## src/rtl/ccp_responder_pkg.sv

```systemverilog
// Shared definitions for the CCP grant responder: FSM state encoding,
// source codes and a saturating counter helper.
package ccp_responder_pkg;

  typedef enum logic {
    CCP_ST_RUN     = 1'b0,
    CCP_ST_BACKOFF = 1'b1
  } ccpState_e;

  localparam logic CCP_SRC_A = 1'b0;
  localparam logic CCP_SRC_B = 1'b1;

  function automatic logic [7:0] satInc8(input logic [7:0] value);
    if (value == 8'hFF) begin
      return value;
    end else begin
      return value + 8'h01;
    end
  endfunction

endpackage

```

## src/rtl/ccp_fifo.sv

```systemverilog
// Small synchronous FIFO holding {src, data} words for the CCP responder.
// Pointers wrap naturally; count is one bit wider than the pointers.
module ccp_fifo #(
  parameter int WIDTH = 9,
  parameter int DEPTH = 4
) (
  input  logic             clk,
  input  logic             rst_n,
  input  logic             push,
  input  logic             pop,
  input  logic [WIDTH-1:0] wrData,
  output logic [WIDTH-1:0] rdData,
  output logic             full,
  output logic             empty
);

  localparam int AW = $clog2(DEPTH);
  localparam int CW = AW + 1;

  logic [WIDTH-1:0] mem_r [DEPTH];
  logic [AW-1:0]    wrPtr_r;
  logic [AW-1:0]    rdPtr_r;
  logic [CW-1:0]    count_r;
  logic             pushEn_s;
  logic             popEn_s;

  assign full     = (count_r == CW'(DEPTH));
  assign empty    = (count_r == {CW{1'b0}});
  assign pushEn_s = push & ~full;
  assign popEn_s  = pop & ~empty;
  assign rdData   = mem_r[rdPtr_r];

  // Storage array; cleared on reset so the head reads zero while empty.
  always_ff @(posedge clk or negedge rst_n) begin
    if (!rst_n) begin
      for (int i = 0; i < DEPTH; i++) begin
        mem_r[i] <= {WIDTH{1'b0}};
      end
    end else if (pushEn_s) begin
      mem_r[wrPtr_r] <= wrData;
    end
  end

  // Write and read pointers.
  always_ff @(posedge clk or negedge rst_n) begin
    if (!rst_n) begin
      wrPtr_r <= {AW{1'b0}};
      rdPtr_r <= {AW{1'b0}};
    end else begin
      if (pushEn_s) begin
        wrPtr_r <= wrPtr_r + AW'(1'b1);
      end
      if (popEn_s) begin
        rdPtr_r <= rdPtr_r + AW'(1'b1);
      end
    end
  end

  // Occupancy count; a simultaneous push and pop leaves it unchanged.
  always_ff @(posedge clk or negedge rst_n) begin
    if (!rst_n) begin
      count_r <= {CW{1'b0}};
    end else begin
      case ({pushEn_s, popEn_s})
        2'b10:   count_r <= count_r + CW'(1'b1);
        2'b01:   count_r <= count_r - CW'(1'b1);
        default: count_r <= count_r;
      endcase
    end
  end

endmodule

```

## src/rtl/ccp_responder.sv

```systemverilog
// Receiving end of the CCP grant protocol: captures the granted writer's word
// into a FIFO, throttles via readySignal and backs off after collisions.
// Optional error counter enabled by defining CCP_ERRCNT_EN.
module ccp_responder
  import ccp_responder_pkg::*;
#(
  parameter int DATA_W      = 8,
  parameter int DEPTH       = 4,
  parameter int BACKOFF_CYC = 2
) (
  input  logic              clk,
  input  logic              rst_n,
  input  logic              signalA,
  input  logic              signalB,
  input  logic [DATA_W-1:0] dataA,
  input  logic [DATA_W-1:0] dataB,
  output logic              readySignal,
  output logic              out_valid,
  input  logic              out_ready,
  output logic [DATA_W-1:0] out_data,
  output logic              out_src,
  output logic              err_pulse
`ifdef CCP_ERRCNT_EN
  ,
  output logic [7:0]        err_count
`endif
);

  localparam int BW = (BACKOFF_CYC > 1) ? $clog2(BACKOFF_CYC) : 1;
  localparam logic [BW-1:0] BoLoad = BW'(BACKOFF_CYC - 1);

  ccpState_e       state_r;
  ccpState_e       stateNext_s;
  logic [BW-1:0]   boCnt_r;
  logic [BW-1:0]   boCntNext_s;
  logic            fifoFull_s;
  logic            fifoEmpty_s;
  logic            grantOne_s;
  logic            collision_s;
  logic            push_s;
  logic            pop_s;
  logic            dropped_s;
  logic            errEvent_s;
  logic [DATA_W:0] wrWord_s;
  logic [DATA_W:0] rdWord_s;
  logic            errPulse_r;

  assign grantOne_s  = signalA ^ signalB;
  assign collision_s = signalA & signalB;

  // Held low during reset so the controller never sees a spurious ready.
  assign readySignal = rst_n & (state_r == CCP_ST_RUN) & ~fifoFull_s;

  assign push_s     = grantOne_s & readySignal;
  assign pop_s      = out_valid & out_ready;
  assign dropped_s  = (state_r == CCP_ST_RUN) & grantOne_s & ~readySignal;
  assign errEvent_s = collision_s | dropped_s;

  assign wrWord_s  = signalB ? {CCP_SRC_B, dataB} : {CCP_SRC_A, dataA};
  assign out_valid = ~fifoEmpty_s;
  assign out_data  = rdWord_s[DATA_W-1:0];
  assign out_src   = rdWord_s[DATA_W];
  assign err_pulse = errPulse_r;

  ccp_fifo #(
    .WIDTH (DATA_W + 1),
    .DEPTH (DEPTH)
  ) u_fifo (
    .clk    (clk),
    .rst_n  (rst_n),
    .push   (push_s),
    .pop    (pop_s),
    .wrData (wrWord_s),
    .rdData (rdWord_s),
    .full   (fifoFull_s),
    .empty  (fifoEmpty_s)
  );

  // FSM and backoff counter registers.
  always_ff @(posedge clk or negedge rst_n) begin
    if (!rst_n) begin
      state_r <= CCP_ST_RUN;
      boCnt_r <= {BW{1'b0}};
    end else begin
      state_r <= stateNext_s;
      boCnt_r <= boCntNext_s;
    end
  end

  // Next-state logic: a collision (re)arms the backoff window from either state.
  always_comb begin
    stateNext_s = state_r;
    boCntNext_s = boCnt_r;
    case (state_r)
      CCP_ST_RUN: begin
        if (collision_s) begin
          stateNext_s = CCP_ST_BACKOFF;
          boCntNext_s = BoLoad;
        end else begin
          stateNext_s = CCP_ST_RUN;
        end
      end
      CCP_ST_BACKOFF: begin
        if (collision_s) begin
          boCntNext_s = BoLoad;
        end else if (boCnt_r == {BW{1'b0}}) begin
          stateNext_s = CCP_ST_RUN;
        end else begin
          boCntNext_s = boCnt_r - BW'(1'b1);
        end
      end
      default: begin
        stateNext_s = CCP_ST_RUN;
        boCntNext_s = {BW{1'b0}};
      end
    endcase
  end

  // One-cycle error pulse for collisions and dropped grants.
  always_ff @(posedge clk or negedge rst_n) begin
    if (!rst_n) begin
      errPulse_r <= 1'b0;
    end else begin
      errPulse_r <= errEvent_s;
    end
  end

`ifdef CCP_ERRCNT_EN
  logic [7:0] errCount_r;

  // Saturating error event counter, cleared only by reset.
  always_ff @(posedge clk or negedge rst_n) begin
    if (!rst_n) begin
      errCount_r <= 8'h00;
    end else if (errEvent_s) begin
      errCount_r <= satInc8(errCount_r);
    end
  end

  assign err_count = errCount_r;
`endif

endmodule

```

## config.mk

```make
export PLATFORM = sky130hd
export DESIGN_NAME = ccp_responder
export DESIGN_NICKNAME = d
export VERILOG_FILES = /design/src/rtl/ccp_responder_pkg.sv /design/src/rtl/ccp_fifo.sv /design/src/rtl/ccp_responder.sv
export SDC_FILE = /design/constraint.sdc
export NUM_CORES = 1
export LEC_CHECK = 0
export CORE_UTILIZATION = 59
export CTS_BUF_LIST = sky130_fd_sc_hd__clkbuf_4
export CTS_CLUSTER_SIZE = 20
export DETAILED_ROUTE_END_ITERATION = 10
export DONT_BUFFER_PORTS = 1
export GPL_TIMING_DRIVEN = 0
export PLACE_DENSITY = 0.78
export RECOVER_POWER = 100
export SYNTH_ARGS = -nofsm -noshare
export SYNTH_HDL_FRONTEND = slang
export SYNTH_SLANG_ARGS = --single-unit
```

## constraint.sdc

```tcl
create_clock -name clk -period 2.1 [get_ports clk]
set_input_delay 0.42 -clock clk [delete_from_list [all_inputs] [get_ports clk]]
set_output_delay 0.42 -clock clk [all_outputs]
set_load 0.02 [all_outputs]
```

# Word level (Yosys, flattened, before mapping)

Index checks and enable logic that the tools add are counted.

Flip-flop bits (word level): 46
Input bits: 21
Output and inout port bits: 12

$add $sub $neg: 5
Magnitude comparators: 3
Equal/unequal tests: 4
Multiplexer cells: 16
Bitwise gates (word level): 17
Reduce and logical (&&, ||, !) cells: 3

Operators with widths:

| kind                                                | number |
|---|---|
| bitwise mux 36 bit                                  | 1 |
| two-way mux 9 bit                                   | 4 |
| binary-select mux 9 bit (select 2 bit)              | 1 |
| demux 9 bit (select 2 bit)                          | 1 |
| bitwise AND 1 bit                                   | 9 |
| >= comparator 3 bit (second input constant)         | 2 |
| two-way mux 1 bit                                   | 6 |
| inverter 2 -> 3 bit                                 | 2 |
| case mux 3 bit (2 select lines)                     | 1 |
| adder 2 x 1 -> 2 bit (second input constant)        | 2 |
| inverter 1 bit                                      | 4 |
| case mux 1 bit (2 select lines)                     | 2 |
| adder 3 x 1 -> 3 bit (second input constant)        | 1 |
| == test 3 bit (second input constant)               | 1 |
| zero test 3 bit                                     | 1 |
| < comparator 3 x 1 -> 1 bit (second input constant) | 1 |
| subtractor 3 x 1 -> 3 bit (second input constant)   | 1 |
| == test 2 x 1 -> 1 bit (second input constant)      | 1 |
| == test 2 bit (second input constant)               | 1 |
| != test 2 bit (second input constant)               | 1 |
| nonzero test 2 bit                                  | 1 |
| logical AND 1 bit                                   | 1 |
| bitwise OR 1 bit                                    | 1 |
| subtractor 1 bit (second input constant)            | 1 |
| XOR 1 bit                                           | 1 |

# Longest topological paths before layout

Depth in word-level cells: 7
Mapped depth: 10
Mapped depth without buffers: 10

# By module

From an unflattened synthesis, not the netlist that was laid out.

Cells, all modules: 145
Area total of the unflattened synthesis: 2225.9 µm²

By module, submodules not included:

| module        | times used | cells each | area an instance (µm²) | sequential area each (µm²) |
|---|---|---|---|---|
| ccp_fifo      | 1          | 123        | 1951.9                 | 1076.0 |
| ccp_responder | 1          | 22         | 274.0                  | 75.1 |

# Least setup slack after synthesis

Ideal clock, no wire load.

Path kind: input-to-reg
From: input port signalA
To: register u_fifo.count_r[2]
Data arrival time: 2.167 ns
Data required time: 2.021 ns
Path slack: -0.146 ns
Cell stages on the path: 10
Cell sequence: ha_1 nand2_1 nor3_1 inv_1 ha_1 inv_1 fa_1 xor2_1 nor2_1 xor2_1

Longest elaborated chain between the ends: 5

RTL lines:

| what                                                                         | line                | source |
|---|---|---|
| start, declared                                                              | ccp_responder.sv:13 | `input logic signalA,` |
| XOR 1 bit *                                                                  | ccp_responder.sv:48 | `assign grantOne_s = signalA ^ signalB;` |
| bitwise AND 1 bit *                                                          | ccp_responder.sv:54 | `assign push_s = grantOne_s & readySignal;` |
| bitwise AND 1 bit *                                                          | ccp_fifo.sv:29      | `assign pushEn_s = push & ~full;` |
| == test 2 x 1 -> 1 bit / == test 2 bit (equally long branches)               | ccp_fifo.sv:64      | `case ({pushEn_s, popEn_s})` |
| case mux 3 bit (2 select lines) / nonzero test 2 bit (equally long branches) | -                   |  |
| end signal, assigned                                                         | ccp_fifo.sv:65      | `2'b10: count_r <= count_r + CW'(1'b1);` |
| end signal, assigned                                                         | ccp_fifo.sv:66      | `2'b01: count_r <= count_r - CW'(1'b1);` |
| end signal, assigned                                                         | ccp_fifo.sv:67      | `default: count_r <= count_r;` |
| end, declared                                                                | ccp_fifo.sv:23      | `logic [CW-1:0] count_r;` |

Mark *: on every way between the ends. The rest lies on a longest branch, timed or not.
A chain may end at the register's enable or synchronous reset.

# Worst setup path after layout

From: register u_fifo.count_r[2]
To: register u_fifo.mem_r[22] in the netlist's numbering

Longest elaborated chain between the ends: 5

RTL lines:

| what                          | line                                | source |
|---|---|---|
| start signal, assigned        | ccp_fifo.sv:62                      | `count_r <= {CW{1'b0}};` |
| start signal, assigned        | ccp_fifo.sv:65                      |  |
| start signal, assigned        | ccp_fifo.sv:66                      |  |
| == test 3 bit *               | ccp_fifo.sv:27                      | `assign full = (count_r == CW'(DEPTH));` |
| inverter 1 bit *              | ccp_fifo.sv:29, ccp_responder.sv:52 |  |
| bitwise AND 1 bit             | ccp_responder.sv:52                 | `assign readySignal = rst_n & (state_r == CCP_ST_RUN) & ~fifoFull_s;` |
| bitwise AND 1 bit             | ccp_responder.sv:54                 |  |
| bitwise AND 1 bit *           | ccp_fifo.sv:29                      |  |
| end signal, assigned by index | ccp_fifo.sv:37                      | `mem_r[i] <= {WIDTH{1'b0}};` |
| end signal, assigned by index | ccp_fifo.sv:40                      | `mem_r[wrPtr_r] <= wrData;` |
| end, declared                 | ccp_fifo.sv:20                      | `logic [WIDTH-1:0] mem_r [DEPTH];` |

Marked as above.

==> metrics.md <==
| Metric | Value |
|---|---|
| CTS sink count | 46 |
| # fillers | 264 |
| Synth warnings | 0 |
| H-tree depth | 2 |
| Diodes inserted | 0 |
| Remaining DRCs | 0 |
| Iteration-0 DRC count of the detailed router | 52 |
| R2R setup slack | 0.08 ns |
| Synth Area in Simple Gates | 0.06588 |
| Vias in the first global route | 1302 |
| Clk slew on worst S/H paths | 0.13 ns |
| Synthesized flop and latch total | 46 |
| Req. time, crit path | 2.36 ns |
| Share of cells above drive strength 1 | 0.4679 |
| Pre-antenna DRT Iters | 5 |
| Post-Synth Adder-Cell Area | 0.04243 |
| Critical path launch point type | flop |
| Syn Inst Count | 141 |
| CP Capture Point | u_fifo.mem_r[22]$_DFFE_PN0P_ |
| Final Setup Violations | 0 |
| Setup Skew | 0.003414 ns |
| Compound-gate portion of the synthesized area | 0.01396 |
| Fmax | 494.8 MHz |
| Largest family of logic cells by synthesized area | multiplexers |
| Pwr per Cell Area | 1452 mW/mm^2 |
| Placed Cells | 189 |
| Slew @ Worst Pin | 1.137 ns |
| Grt total ovfl | 0 |
| Total track usage | 0.2179 |
| Maxcap violations | 0 |
| Largest net degree at the start of global routing | 47 |
| Post-synthesis sequential area ratio | 0.5137 |
| Crit path kind | reg2reg |
| Detailed-placement wirelength estimate | 2653 um |
| Height of the chip | 63.63 um |
| Initial antenna violation count | 0 |
| CTS Buf Count | 5 |
| Final Core Density | 0.6596 |
| RSZ-0062 raised after global routing | no |
| Core outline area | 0.003661 mm^2 |
| Slew margin rel. | 0.2421 |
| Area Overhead vs Synth | 7.761% |
| Non-filler instance count after layout | 204 |
| Final Cycle Share | 0.9623 |
| CTS tree | yes |
| Leakage | 0.001040 uW |
| Cell Area, Synth | 0.002241 mm^2 |
| Area of the die | 0.004049 mm^2 |
| CTS root buffer | clkbuf_4 |
| Global-route wire length before repair | 6382 um |
| CP max FO | 9 |
| Crit end category | flop |
| R2r endpoint | u_fifo.mem_r[22]$_DFFE_PN0P_ |
| Port Buffers | 0 |
| Rows | 22 |
| Drt total wl | 4060 um |
| Die extent in x | 63.63 um |
| Mapped Nets | 169 |
| Worst Hold Class | in2reg |
| RePlAce Congestion | 0.6918 |
| Multi-input logic area | 0.001042 mm^2 |
| Syn Area/Cell | 15.89 um^2 |
| Data arrival, critical path | 2.28 ns |
| Critical Path Source | u_fifo.count_r[2]$_DFFE_PN0P_ |
| Layout Nets | 183 |
| Post-synth cell types | 22 |
| Peak supply drop | 0.7227 mV |
| Mux share of post-synthesis cell area | 0.3210 |
| Overall power | 3506 uW |
| Outcome | completed |
| I/O pin count | 33 |
| Final ANT Viol Nets | 0 |
| Drt via density | 5.892 |
| Worst-skew pair later-pin latency | 0.36 ns |
| Initial core utilization | 0.6121 |
| Sequential Area | 0.001151 mm^2 |
| Reg2Reg Depth | 6 |
| XOR/XNOR share of the synthesized area | 0.02345 |
| Final min period | 2.021 ns |
| Wire per inst | 19.90 um |
| Clk buf depth | 2 |
| Final Hold Vio Count | 0 |
| Fin. max-slew vios | 0 |
| Reg-to-Reg Start | u_fifo.count_r[2]$_DFFE_PN0P_ |
| Via Count | 1202 |
==> final cells by class <==
type,count,area share
inverters,7,0.01088
repair buffers,8,0.02332
clock buffers,6,0.01865
well taps,48,0.02487
clock inverters,2,0.005699
multi-input cells,84,0.4316
flip-flops and latches,46,0.4767
plain buffers,3,0.008290
==> cell usage after synthesis <==
| cell | number | share of area |
|---|---|---|
| mux2_2 | 42 | 0.21 |
| xor2_1 | 3 | 0.012 |
| inv_1 | 7 | 0.012 |
| nor3b_4 | 1 | 0.0084 |
| fa_1 | 1 | 0.0089 |
| buf_2 | 2 | 0.0045 |
| xnor2_1 | 3 | 0.012 |
| mux4_2 | 9 | 0.090 |
| nand2_1 | 3 | 0.0050 |
| nor2_1 | 1 | 0.0017 |
| ha_1 | 6 | 0.033 |
| o31a_1 | 1 | 0.0039 |
| nor4b_4 | 4 | 0.042 |
| o21bai_1 | 1 | 0.0034 |
| or3_1 | 1 | 0.0028 |
| nor3_1 | 1 | 0.0022 |
| dfrtp_1 | 46 | 0.51 |
| clkbuf_1 | 2 | 0.0034 |
| mux2i_1 | 1 | 0.0045 |
| nor3b_1 | 1 | 0.0034 |
| a21o_1 | 2 | 0.0067 |
| mux2_1 | 3 | 0.015 |
==> metrics by stage <==
| stage | instance area, um^2 | setup slack [ns] | hold slack (ns) | TNS, ns |
|---|---|---|---|---|
| after global placement | 2318 | -0.08619 | 0.1255 | -0.08619 |
| after floorplan | 2258 | 0.01131 | 0.1244 | 0 |
| after global routing | 2415 | 0.008902 | 0.3175 | 0 |
| after CTS | 2441 | 0.001166 | 0.3264 | 0 |
| final | 2415 | 0.07907 | 0.3441 | 0 |
| after detailed placement | 2318 | -0.1719 | 0.1254 | -0.2323 |
==> metal layers <==
| layer | share of wire | GRT usage | wire length, um | up-vias |
|---|---|---|---|---|
| met3 | 0.051 | 0.07246 | 208 | 6 |
| met1 | 0.44 | 0.2864 | 1789 | 616 |
| met4 | 0.014 | 0.07386 | 58 | 0 |
| li1 | - | - | - | 543 |
| met2 | 0.49 | 0.3391 | 2004 | 37 |
| met5 | 0 | 0 | 0 | - |
==> worst min path at each step <==
stage | cells after the start | slack, ns | end | from
5_1_grt | 2 | 0.32 | u_fifo.rdPtr_r[0]$_DFFE_PN0P_ | out_ready
3_3_place_gp | 0 | 0.13 | u_fifo.wrPtr_r[0]$_DFFE_PN0P_ | rst_n
3_5_place_dp | 0 | 0.13 | state_r$_DFF_PN0_ | rst_n
2_1_floorplan | 0 | 0.12 | boCnt_r$_DFFE_PN0P_ | rst_n
6_report | 2 | 0.34 | u_fifo.rdPtr_r[0]$_DFFE_PN0P_ | out_ready
4_1_cts | 2 | 0.33 | u_fifo.rdPtr_r[0]$_DFFE_PN0P_ | out_ready
==> flip-flops by register name, indices dropped and copies added (netlist names) <==
name	cells
u_fifo.rdPtr_r	2
u_fifo.count_r	3
u_fifo.mem_r	36
u_fifo.wrPtr_r	2
boCnt_r	1
state_r	1
err_pulse	1
==> worst max-delay path: stages, from the launching register on <==
cell and delay [ns]:
dfrtp_1 0.44, nor3b_4 0.18, clkbuf_1 0.13, clkbuf_1 0.15, nor4b_1 0.30, clkbuf_2 0.35
mux2_2 0.38
==> power by group <==
| part | switching [uW] | internal (uW) | total [uW] |
|---|---|---|---|
| Clock | 283 | 145 | 428 |
| Sequential | 292 | 1300 | 1590 |
| Combinational | 712 | 774 | 1490 |
==> cells in the final DEF, fill, tap and decap left out, types with 2 or more instances in the layout <==
| cell type | n |
|---|---|
| mux2_2 | 42 |
| xnor2_1 | 3 |
| inv_1 | 7 |
| nand2_1 | 2 |
| clkbuf_1 | 4 |
| mux2_1 | 3 |
| clkbuf_2 | 3 |
| xor2_1 | 3 |
| mux4_2 | 9 |
| a21o_1 | 2 |
| ha_1 | 6 |
| dfrtp_1 | 46 |
| nor4b_4 | 2 |
| clkbuf_4 | 6 |
==> repair_timing <==
action,in CTS,in global routing
hold endpoints to repair,46,0
gates resized for setup,2,1
pin swaps,3,3
buffers inserted,3,3
hold buffers,2,0
setup endpoints to repair,12,35
==> cells by family (layout without fill, tap and decap cells) <==
logic type               count (synthesis)  in the layout
XOR/XNOR                                 6              6
flip-flops                              46             46
buffers and inverters                   11             26
AO/OA/AOI/OAI                            4              4
multiplexers                            55             55
adder cells (fa/ha/maj)                  7              7
AND/OR/NAND/NOR                         12             12
Power figures use the tool's default switching activity.
